--- src/rtl/bullet_ctrl.sv ---
// Bullet slot manager: per-frame sequential update of NSLOT bullets with wall bounce,
// lifetime expiry, and cooldown-gated spawning from the tank position and heading.
module bullet_ctrl #(
  parameter int unsigned NSLOT    = 4,
  parameter int unsigned LIFETIME = 300,
  parameter int unsigned COOLDOWN = 8,
  parameter int unsigned SPEED    = 2
) (
  input  logic                   Clk,
  input  logic                   Reset_n,
  input  logic                   frame_vs,
  input  logic                   fire,
  input  logic [9:0]             TankX,
  input  logic [9:0]             TankY,
  input  logic signed [7:0]      Sin,
  input  logic signed [7:0]      Cos,
  output logic [NSLOT*10-1:0]    BulletX,
  output logic [NSLOT*10-1:0]    BulletY,
  output logic [NSLOT-1:0]       BulletActive,
  output logic                   busy
);

  localparam int unsigned PW = 10;
  localparam int unsigned XW = 16;
  localparam int unsigned VW = 12;
  localparam int unsigned LW = 10;
  localparam int unsigned SW = 18;
  localparam int unsigned MW = 20;
  localparam int unsigned CW = $clog2(COOLDOWN + 1);
  localparam int unsigned IW = $clog2(NSLOT);

  localparam logic signed [SW-1:0] X_OVER = SW'(640 * 64);
  localparam logic signed [SW-1:0] Y_OVER = SW'(480 * 64);
  localparam logic [XW-1:0]        X_MAX  = XW'(639 * 64);
  localparam logic [XW-1:0]        Y_MAX  = XW'(479 * 64);
  localparam logic signed [MW-1:0] SPD    = MW'(SPEED);
  localparam logic signed [MW-1:0] V_HI   = MW'(2047);
  localparam logic signed [MW-1:0] V_LO   = MW'(-2048);

  typedef enum logic [1:0] {IDLE, UPDATE, SPAWN} state_t;

  state_t            state, state_nxt;
  logic [IW-1:0]     idx, idx_nxt;
  logic              vs_q, fire_q, tick_q, pending, busy_nxt;
  logic [CW-1:0]     cooldown;
  logic              tick_d, fire_edge, tick_ok, upd_en, spawn_en;
  logic              free_found;
  logic [IW-1:0]     free_idx;

  logic [XW-1:0]     x [NSLOT];
  logic [XW-1:0]     y [NSLOT];
  logic [VW-1:0]     vx [NSLOT];
  logic [VW-1:0]     vy [NSLOT];
  logic [LW-1:0]     life [NSLOT];
  logic [NSLOT-1:0]  active;

  logic signed [SW-1:0] sum_x, sum_y;
  logic [XW-1:0]        nx, ny;
  logic [VW-1:0]        nvx, nvy, spawn_vx, spawn_vy;

  // Velocity negation that cannot overflow the most negative value.
  function automatic logic [VW-1:0] neg_v(input logic [VW-1:0] v);
    if (v == {1'b1, {(VW-1){1'b0}}}) return {1'b0, {(VW-1){1'b1}}};
    return VW'(~v + VW'(1));
  endfunction

  function automatic logic [VW-1:0] sat_v(input logic signed [MW-1:0] p);
    if (p > V_HI) return {1'b0, {(VW-1){1'b1}}};
    if (p < V_LO) return {1'b1, {(VW-1){1'b0}}};
    return VW'(p);
  endfunction

  assign tick_d    = frame_vs & ~vs_q;
  assign fire_edge = fire & ~fire_q;
  assign tick_ok   = (state == IDLE) && tick_q;

  // Sequencer: one slot per UPDATE cycle, then a single SPAWN cycle.
  always_comb begin
    state_nxt = state;
    idx_nxt   = idx;
    upd_en    = 1'b0;
    spawn_en  = 1'b0;
    case (state)
      IDLE: begin
        if (tick_q) begin
          state_nxt = UPDATE;
          idx_nxt   = '0;
        end
      end
      UPDATE: begin
        upd_en = active[idx];
        if (idx == IW'(NSLOT - 1)) state_nxt = SPAWN;
        else                       idx_nxt   = idx + IW'(1);
      end
      SPAWN: begin
        spawn_en  = pending && (cooldown == '0) && free_found;
        state_nxt = IDLE;
      end
      default: state_nxt = IDLE;
    endcase
    // busy also covers the cycle in which the registered tick is seen.
    busy_nxt = (state_nxt != IDLE) || tick_d;
  end

  // Lowest-index free slot.
  always_comb begin
    free_found = 1'b0;
    free_idx   = '0;
    for (int i = int'(NSLOT) - 1; i >= 0; i--) begin
      if (!active[i]) begin
        free_found = 1'b1;
        free_idx   = IW'(i);
      end
    end
  end

  // Motion step with wall bounce for the slot under update.
  always_comb begin
    sum_x = $signed({2'b00, x[idx]}) + $signed({{(SW-VW){vx[idx][VW-1]}}, vx[idx]});
    sum_y = $signed({2'b00, y[idx]}) + $signed({{(SW-VW){vy[idx][VW-1]}}, vy[idx]});
    nx  = sum_x[XW-1:0];
    nvx = vx[idx];
    ny  = sum_y[XW-1:0];
    nvy = vy[idx];
    if (sum_x[SW-1]) begin
      nx  = '0;
      nvx = neg_v(vx[idx]);
    end else if (sum_x >= X_OVER) begin
      nx  = X_MAX;
      nvx = neg_v(vx[idx]);
    end
    if (sum_y[SW-1]) begin
      ny  = '0;
      nvy = neg_v(vy[idx]);
    end else if (sum_y >= Y_OVER) begin
      ny  = Y_MAX;
      nvy = neg_v(vy[idx]);
    end
    spawn_vx = sat_v($signed(MW'(Cos)) * SPD);
    spawn_vy = sat_v(-($signed(MW'(Sin)) * SPD));
  end

  always_ff @(posedge Clk or negedge Reset_n) begin
    if (!Reset_n) begin
      state    <= IDLE;
      idx      <= '0;
      vs_q     <= 1'b0;
      fire_q   <= 1'b0;
      tick_q   <= 1'b0;
      pending  <= 1'b0;
      cooldown <= '0;
      busy     <= 1'b0;
    end else begin
      state  <= state_nxt;
      idx    <= idx_nxt;
      vs_q   <= frame_vs;
      fire_q <= fire;
      tick_q <= tick_d;
      busy   <= busy_nxt;
      // In SPAWN the old request is consumed; an edge in that same cycle carries over.
      if (state == SPAWN) pending <= fire_edge;
      else if (fire_edge) pending <= 1'b1;
      if (spawn_en)                          cooldown <= CW'(COOLDOWN);
      else if (tick_ok && cooldown != '0)    cooldown <= cooldown - CW'(1);
    end
  end

  always_ff @(posedge Clk or negedge Reset_n) begin
    if (!Reset_n) begin
      active <= '0;
      for (int unsigned i = 0; i < NSLOT; i++) begin
        x[i]    <= '0;
        y[i]    <= '0;
        vx[i]   <= '0;
        vy[i]   <= '0;
        life[i] <= '0;
      end
    end else begin
      if (upd_en) begin
        x[idx]    <= nx;
        y[idx]    <= ny;
        vx[idx]   <= nvx;
        vy[idx]   <= nvy;
        life[idx] <= life[idx] - LW'(1);
        if (life[idx] == LW'(1)) active[idx] <= 1'b0;
      end
      if (spawn_en) begin
        x[free_idx]      <= {TankX, 6'b000000};
        y[free_idx]      <= {TankY, 6'b000000};
        vx[free_idx]     <= spawn_vx;
        vy[free_idx]     <= spawn_vy;
        life[free_idx]   <= LW'(LIFETIME);
        active[free_idx] <= 1'b1;
      end
    end
  end

  // Registered pixel positions and active flags.
  always_ff @(posedge Clk or negedge Reset_n) begin
    if (!Reset_n) begin
      BulletX      <= '0;
      BulletY      <= '0;
      BulletActive <= '0;
    end else begin
      for (int unsigned i = 0; i < NSLOT; i++) begin
        BulletX[i*PW +: PW] <= x[i][XW-1:6];
        BulletY[i*PW +: PW] <= y[i][XW-1:6];
      end
      BulletActive <= active;
    end
  end

endmodule

--- config.mk ---
export PLATFORM = sky130hd
export DESIGN_NAME = bullet_ctrl
export DESIGN_NICKNAME = d
export VERILOG_FILES = /design/src/rtl/bullet_ctrl.sv
export SDC_FILE = /design/constraint.sdc
export NUM_CORES = 1
export LEC_CHECK = 0
export BUFFER_PORTS_ARGS = -buffer_cell sky130_fd_sc_hd__buf_2
export CORE_MARGIN = 5
export CORE_UTILIZATION = 55
export CTS_CLUSTER_DIAMETER = 60
export CTS_CLUSTER_SIZE = 30
export DETAILED_ROUTE_END_ITERATION = 10
export GPL_ROUTABILITY_DRIVEN = 0
export PLACE_DENSITY = 0.78
export SLEW_MARGIN = 5
export SYNTH_ARGS = -nofsm -noshare
export SYNTH_HDL_FRONTEND = slang
export SYNTH_SLANG_ARGS = --single-unit
--- constraint.sdc ---
create_clock -name Clk -period 7.4 [get_ports Clk]
set_clock_uncertainty 0.05 [all_clocks]
set_input_delay 1.48 -clock Clk [delete_from_list [all_inputs] [get_ports Clk]]
set_output_delay 1.48 -clock Clk [all_outputs]
set_load 0.01 [all_outputs]
==> impl_metrics.env, run 1 <==
export IMPL_holdBufCountCts=0
export IMPL_cts_buffers=26
export IMPL_firstDrtPassIters=7
export IMPL_core_area_um2=34300
export IMPL_yosysWarningCount=0
export IMPL_worst_slew_pin_slew_ns=1.30
export IMPL_cp_max_fo=30
export IMPL_synthCells=1905
export IMPL_num_rows=68
export IMPL_clock_path_buffers=3
export IMPL_ys_flop_type="dfrtp_1"
export IMPL_critPathArrivalTime_ns=6.14
export IMPL_die_area_um2=38200
export IMPL_grt_pass1_vias=16500
export IMPL_clockRootBuffer="clkbuf_16"
export IMPL_fin_ws_ns=1.69
export IMPL_routed_wirelength_mm=54.2
export IMPL_relSlewSlack_pct=13.0
export IMPL_start_util_pct=55.2
export IMPL_hold_violations=0
export IMPL_drc=0
export IMPL_tns_ns=0
export IMPL_hold_path_class="reg2reg"
export IMPL_grt_pass1_wl_mm=87.5
export IMPL_port_buffers=124
export IMPL_fmax_mhz=175
export IMPL_gr_usage_all_layers_pct=27.9
export IMPL_ctsResizeCount=0
export IMPL_ys_seq_area_share_pct=48.3
export IMPL_syn_to_final_growth_pct=10.4
export IMPL_syn_avg_cell_area_um2=9.93
export IMPL_grt_max_degree=153
export IMPL_critPathKind="reg2reg"
export IMPL_layout_drive_gt1_share_pct=16.0
export IMPL_cts_tree="built"
export IMPL_grt_antenna_before_repair=3
export IMPL_finalCriticalPeriod_ns=5.71
export IMPL_synthArstFlopShare_pct=100
export IMPL_finalMaxSlewViolations=0
export IMPL_start_kind="flip-flop"
export IMPL_status="completed"
export IMPL_die_x_um=195
export IMPL_clk_pin_slew_ns=0.09
export IMPL_ys_types=74
export IMPL_crit_path_start="idx[0]"
export IMPL_post_route_period_util_pct=77.1
export IMPL_dpl_worst_slack_ns=1.81
export IMPL_post_synth_instance_area_um2=18900
export IMPL_dpl_hpwl_mm=33.4
export IMPL_wl_per_cell_um=22.3
export IMPL_final_area_um2=20900
export IMPL_cap_violations=0
export IMPL_synth_edf_count=0
export IMPL_dp_cells=2378
export IMPL_r2r_slack_ns=1.69
export IMPL_via_per_inst=6.68
export IMPL_finalSetupViolCount=0
export IMPL_htreeDepth=1
export IMPL_critPathRequiredTime_ns=7.83
export IMPL_clkSinkCount=365
export IMPL_gr_total_overflow=0
export IMPL_endpoint="vy[6]"
export IMPL_r2r_end="vy[6]"
export IMPL_r2r_cells=11
export IMPL_dpl_instance_area_um2=19900
export IMPL_syn_nets=1994
export IMPL_yosys_register_bits=365
export IMPL_num_vias=16200
export IMPL_nets=2040
export IMPL_grt_setup_unrepaired="false"
export IMPL_final_cells=2427
export IMPL_chipHeight_um=195
export IMPL_drtIter0Drc=1938
export IMPL_ant_nets=0
export IMPL_reg2reg_from="idx[0]"
export IMPL_critPathCaptureType="flip-flop"
export IMPL_io_pins=125
export IMPL_postCtsSetupRepairBufs=0
export IMPL_clkLatencyLatePin_ns=0.59
metrics by stage:
step | hold WS [ns] | utilization (%)
after floorplan | 0.302 | -
after global placement | 0.335 | 58.0
after detailed placement | 0.343 | 58.0
after CTS | 0.350 | 60.9
after global routing | 0.353 | 60.9
final | 0.357 | 60.9
cell usage after synthesis (all sizes together), types with 3 or more instances:
cell     instances  area (um^2)
o22ai            8         50.1
clkbuf         108          405
o21a            11         82.6
nor3            32          193
nor3b            6         50.1
mux2i            4         40.0
o31ai            7         52.6
nand2          194          728
and2            12         75.1
nand2b          14         87.6
or3             24          165
o21ai           60          304
nor2           210          796
nand3b           5         37.5
o2bb2ai          4         35.0
ha              47          588
a21o            16          120
a21oi          214         1110
xnor2           18          158
a31oi           33          206
xor2            22          193
mux4            65         1460
inv             32          120
dfrtp          365         9130
a22o             5         43.8
nor2b            5         31.3
buf             30          151
a22oi           35          263
nand4            8         50.1
o221ai           4         35.0
o21bai           4         30.0
and3            33          206
a41oi            6         52.6
a31o             7         61.3
a211oi          29          218
or4b             3         33.8
o211ai          42          315
nand3          108          541
a221oi          44          385
state kept, by name, indices dropped and copies added, names as in the netlist, 4 cells and up:
name	count
y	64
BulletX	40
BulletActive	4
active	4
vy	48
vx	48
x	64
life	40
cooldown	4
BulletY	40
per-layer routing:
layer | GRT usage (%) | routed length [um] | up-vias
met5 | 0 | 25 | -
met4 | 9.72 | 1720 | 4
met3 | 5.69 | 6360 | 171
met2 | 45.0 | 25400 | 1084
met1 | 38.1 | 20700 | 7873
li1 | - | - | 7080
worst max-delay path, cell delays in order, from the launching register on:
cell	delay, ns
dfrtp_4	0.84
buf_4	0.56
mux4_2	0.58
ha_1	0.46
nand4_1	0.17
a2111oi_0	0.72
nor2_1	0.11
mux2i_1	0.18
or4b_1	0.76
o311ai_1	0.75
nand3_1	0.16
a22oi_1	0.20
worst min path at each step:
stage | from | to | cells past startpoint
floorplan | active[0] | BulletActive[0] | 0
global placement | y[14] | BulletY[38] | 0
detailed placement | x[45] | BulletX[17] | 0
CTS | y[54] | BulletY[0] | 0
global route | y[54] | BulletY[0] | 0
finish | y[54] | BulletY[0] | 0
cells in the final DEF, fill, tap and decap left out, types with 8 or more instances in the layout:
cell type / instances
a221oi_1: 44
o21ai_1: 15
a22oi_1: 35
clkbuf_16: 27
o211ai_1: 42
nand2b_1: 14
nand4_1: 8
dfrtp_1: 363
ha_1: 47
xnor2_1: 18
o21ai_0: 44
or3_1: 19
and2_1: 12
o21a_1: 11
nand2_1: 190
nor3_1: 26
a21o_1: 16
mux4_2: 65
a31oi_1: 33
a21oi_1: 208
nor2_1: 206
inv_1: 32
buf_2: 123
a211oi_1: 29
buf_4: 28
xor2_1: 22
o22ai_1: 8
nand3_1: 108
and3_1: 31
area by class of cell:
cell class / instances / area [um^2]
fillers: 2736 / 13400
multi-input cells: 1370 / 9140
flip-flops and latches: 365 / 9140
repair buffers: 156 / 921
clock buffers: 28 / 679
well taps: 455 / 569
clock inverters: 20 / 314
inverters: 32 / 120
diodes: 1 / 2.50
cell families (layout without fill, tap and decap cells):
logic type,count (synthesis),after routing,synth area share (%)
multiplexers,71,71,8.07
flip-flops,365,365,48.3
other,0,1,0
adder cells (fa/ha/maj),49,49,3.32
AND/OR/NAND/NOR,662,662,16.2
buffers and inverters,170,236,3.58
AO/OA/AOI/OAI,548,548,18.7
XOR/XNOR,40,40,1.85
Power of run 1 is left out: the tool's default activity adds up to more than one toggle a clock period on the data nets, which glitch-free logic cannot reach.
==> run 2: changes to the inputs <==
--- a/config.mk
+++ b/config.mk
@@ -12,7 +12,7 @@
 export CTS_CLUSTER_SIZE = 30
 export DETAILED_ROUTE_END_ITERATION = 10
 export GPL_ROUTABILITY_DRIVEN = 0
-export PLACE_DENSITY = 0.78
+export PLACE_DENSITY = 0.81
 export SLEW_MARGIN = 5
 export SYNTH_ARGS = -nofsm -noshare
 export SYNTH_HDL_FRONTEND = slang
==> constraint.sdc (replaced) <==
create_clock -name Clk -period 5 [get_ports Clk]
set_clock_uncertainty 0.05 [all_clocks]
set_input_delay 1 -clock Clk [delete_from_list [all_inputs] [get_ports Clk]]
set_output_delay 1 -clock Clk [all_outputs]
set_load 0.01 [all_outputs]
==> run 2 against run 1 <==
Sequential share of layout area decreased by 0.63 points. Die area unchanged. First-iteration DRC count increased by 8.2%. Sequential cell count unchanged. Final cell count increased by 1.4%. Clock-buffer cell count decreased by 3. Critical path depth increased by 4. Worst hold slack improved by 0.00089 ns. Wire length increased by 1.3%. Fmax increased by 19%. Final area increased by 1.5%. Utilization increased by 0.91 points. Critical path type unchanged.
==> impl_metrics.env, run 2 (same netlist as run 1, synthesis figures left out) <==
export IMPL_layout_common_cells="dfrtp_1, a21oi_1, nor2_1"
export IMPL_r2r_cells=15
export IMPL_start_util_pct=55.2
export IMPL_r2r_end="vy[42]"
export IMPL_drc=0
export IMPL_critPathKind="reg2reg"
export IMPL_chipHeight_um=195
export IMPL_core_area_um2=34300
export IMPL_num_rows=68
export IMPL_cap_violations=0
export IMPL_grt_setup_unrepaired="false"
export IMPL_r2r_slack_ns=0.22
export IMPL_clkLatencyLatePin_ns=0.59
export IMPL_cp_slowest_stage_delay_ns=0.61
export IMPL_cp_common_cell="buf_4"
export IMPL_gr_usage_all_layers_pct=27.9
export IMPL_finalSetupViolCount=0
export IMPL_status="completed"
export IMPL_cts_tree="built"
export IMPL_dpl_hpwl_mm=35.2
export IMPL_cts_buffers=25
export IMPL_holdBufCountCts=0
export IMPL_cp_cell_sequence="mux4_2, ha_1, inv_1, fa_1, nand2b_1, a21oi_1, nor2_1, o31ai_4, a211oi_1, or4b_1, buf_4, o311ai_1, buf_4, nand3_1, a22oi_1"
export IMPL_tns_ns=0
export IMPL_hold_path_class="in2async"
export IMPL_clock_path_buffers=3
export IMPL_relSlewSlack_pct=4.28
export IMPL_finalMaxSlewViolations=0
export IMPL_num_vias=16600
export IMPL_cp_max_fo=13
export IMPL_grt_pass1_vias=16600
export IMPL_syn_to_final_growth_pct=12.1
export IMPL_critPathCaptureType="flip-flop"
export IMPL_htreeDepth=1
export IMPL_nets=2075
export IMPL_port_buffers=124
export IMPL_gr_total_overflow=0
export IMPL_worst_slew_pin_slew_ns=1.44
export IMPL_wl_per_cell_um=22.3
export IMPL_start_kind="flip-flop"
export IMPL_drtIter0Drc=2096
export IMPL_grt_pass1_wl_mm=87.7
export IMPL_grt_max_degree=87
export IMPL_clkSinkCount=365
export IMPL_firstDrtPassIters=8
export IMPL_critPathArrivalTime_ns=5.21
export IMPL_io_pins=125
export IMPL_reg2reg_from="idx[0]"
export IMPL_die_x_um=195
export IMPL_die_area_um2=38200
export IMPL_grt_antenna_before_repair=2
export IMPL_ant_nets=0
export IMPL_clk_pin_slew_ns=0.09
export IMPL_hold_violations=0
export IMPL_layout_drive_gt1_share_pct=17.7
export IMPL_routed_wirelength_mm=54.9
export IMPL_finalCriticalPeriod_ns=4.78
export IMPL_final_common_cell="dfrtp_1"
export IMPL_fmax_mhz=209
export IMPL_clockRootBuffer="clkbuf_16"
export IMPL_top_regs="x (64), y (64)"
export IMPL_via_per_inst=6.74
export IMPL_post_route_period_util_pct=95.6
export IMPL_cpMaxStageDelayCell="dfrtp_4"
export IMPL_critPathRequiredTime_ns=5.43
==> run 2: changes by cell type in the layout (fill, tap and decap cells not counted), sizes merged <==
cell      before  now
buf          156  192
clkinvlp       0    1
inv           48   45
diode          1    2
clkbuf        28   25
clkinv         4    5
==> run 2: timing repair <==
item                                    in CTS  in global routing
gates resized for setup                      0                 10
endpoints found under the setup margin       0                177
endpoints found under the hold margin        0                  0
buffers inserted                             0                  7
==> run 2: how the worst max path moves through the flow <==
| stage | startpoint | end | slack, ns | depth (start not counted) |
|---|---|---|---|---|
| global placement | idx[0] | vx[26] | 0.18 | 12 |
| detailed placement | idx[0] | y[3] | 0.08 | 12 |
| CTS | idx[0] | y[3] | 0.03 | 12 |
| floorplan | idx[0] | vx[32] | 0.02 | 19 |
| global route | idx[0] | vy[30] | 0.03 | 16 |
| finish | idx[0] | vy[42] | 0.22 | 15 |
==> run 2: layer usage <==
layer  vias to the layer above  wire length (um)  share of wire, %  global-route usage [%]
li1                       7137                 -                 -                       -
met1                      8091             21000                38                    37.2
met2                      1138             25400                46                    44.9
met3                       208              6030                11                    5.40
met4                         2              2500               4.6                    12.0
met5                         -                13             0.024                       0
==> run 2: per-stage QoR <==
step / worst slack, ns / hold slack [ns] / instance area (um^2) / util (%) / cells
after floorplan: 0.0198 / 0.302 / 19000 / - / 1905
after detailed placement: 0.0790 / 0.340 / 20200 / 58.8 / 2407
after global routing: 0.0257 / 0.369 / 21200 / 61.8 / 2458
final: 0.219 / 0.358 / 21200 / 61.8 / 2460
after CTS: 0.0302 / 0.360 / 21100 / 61.5 / 2451
after global placement: 0.178 / 0.338 / 20200 / 58.8 / 2407
==> run 2: area by class of cell <==
type	instances	area, um^2
diodes	2	5.00
clock buffers	25	626
clock inverters	19	297
fillers	2610	13100
inverters	32	120
multi-input cells	1370	9210
flip-flops and latches	365	9140
well taps	455	569
repair buffers	192	1230
==> run 2: critical path, delay by kind of cell, from the launching register on <==
kind	cells	cell delay, ns
and+or+nand+nor	4	0.97
buffers and inverters	3	0.49
muxes	1	0.51
DFF	1	0.61
AOI/OAI and AO/OA	5	1.44
adders and majority gates	2	0.61
Power of run 2 is left out for the same reason.
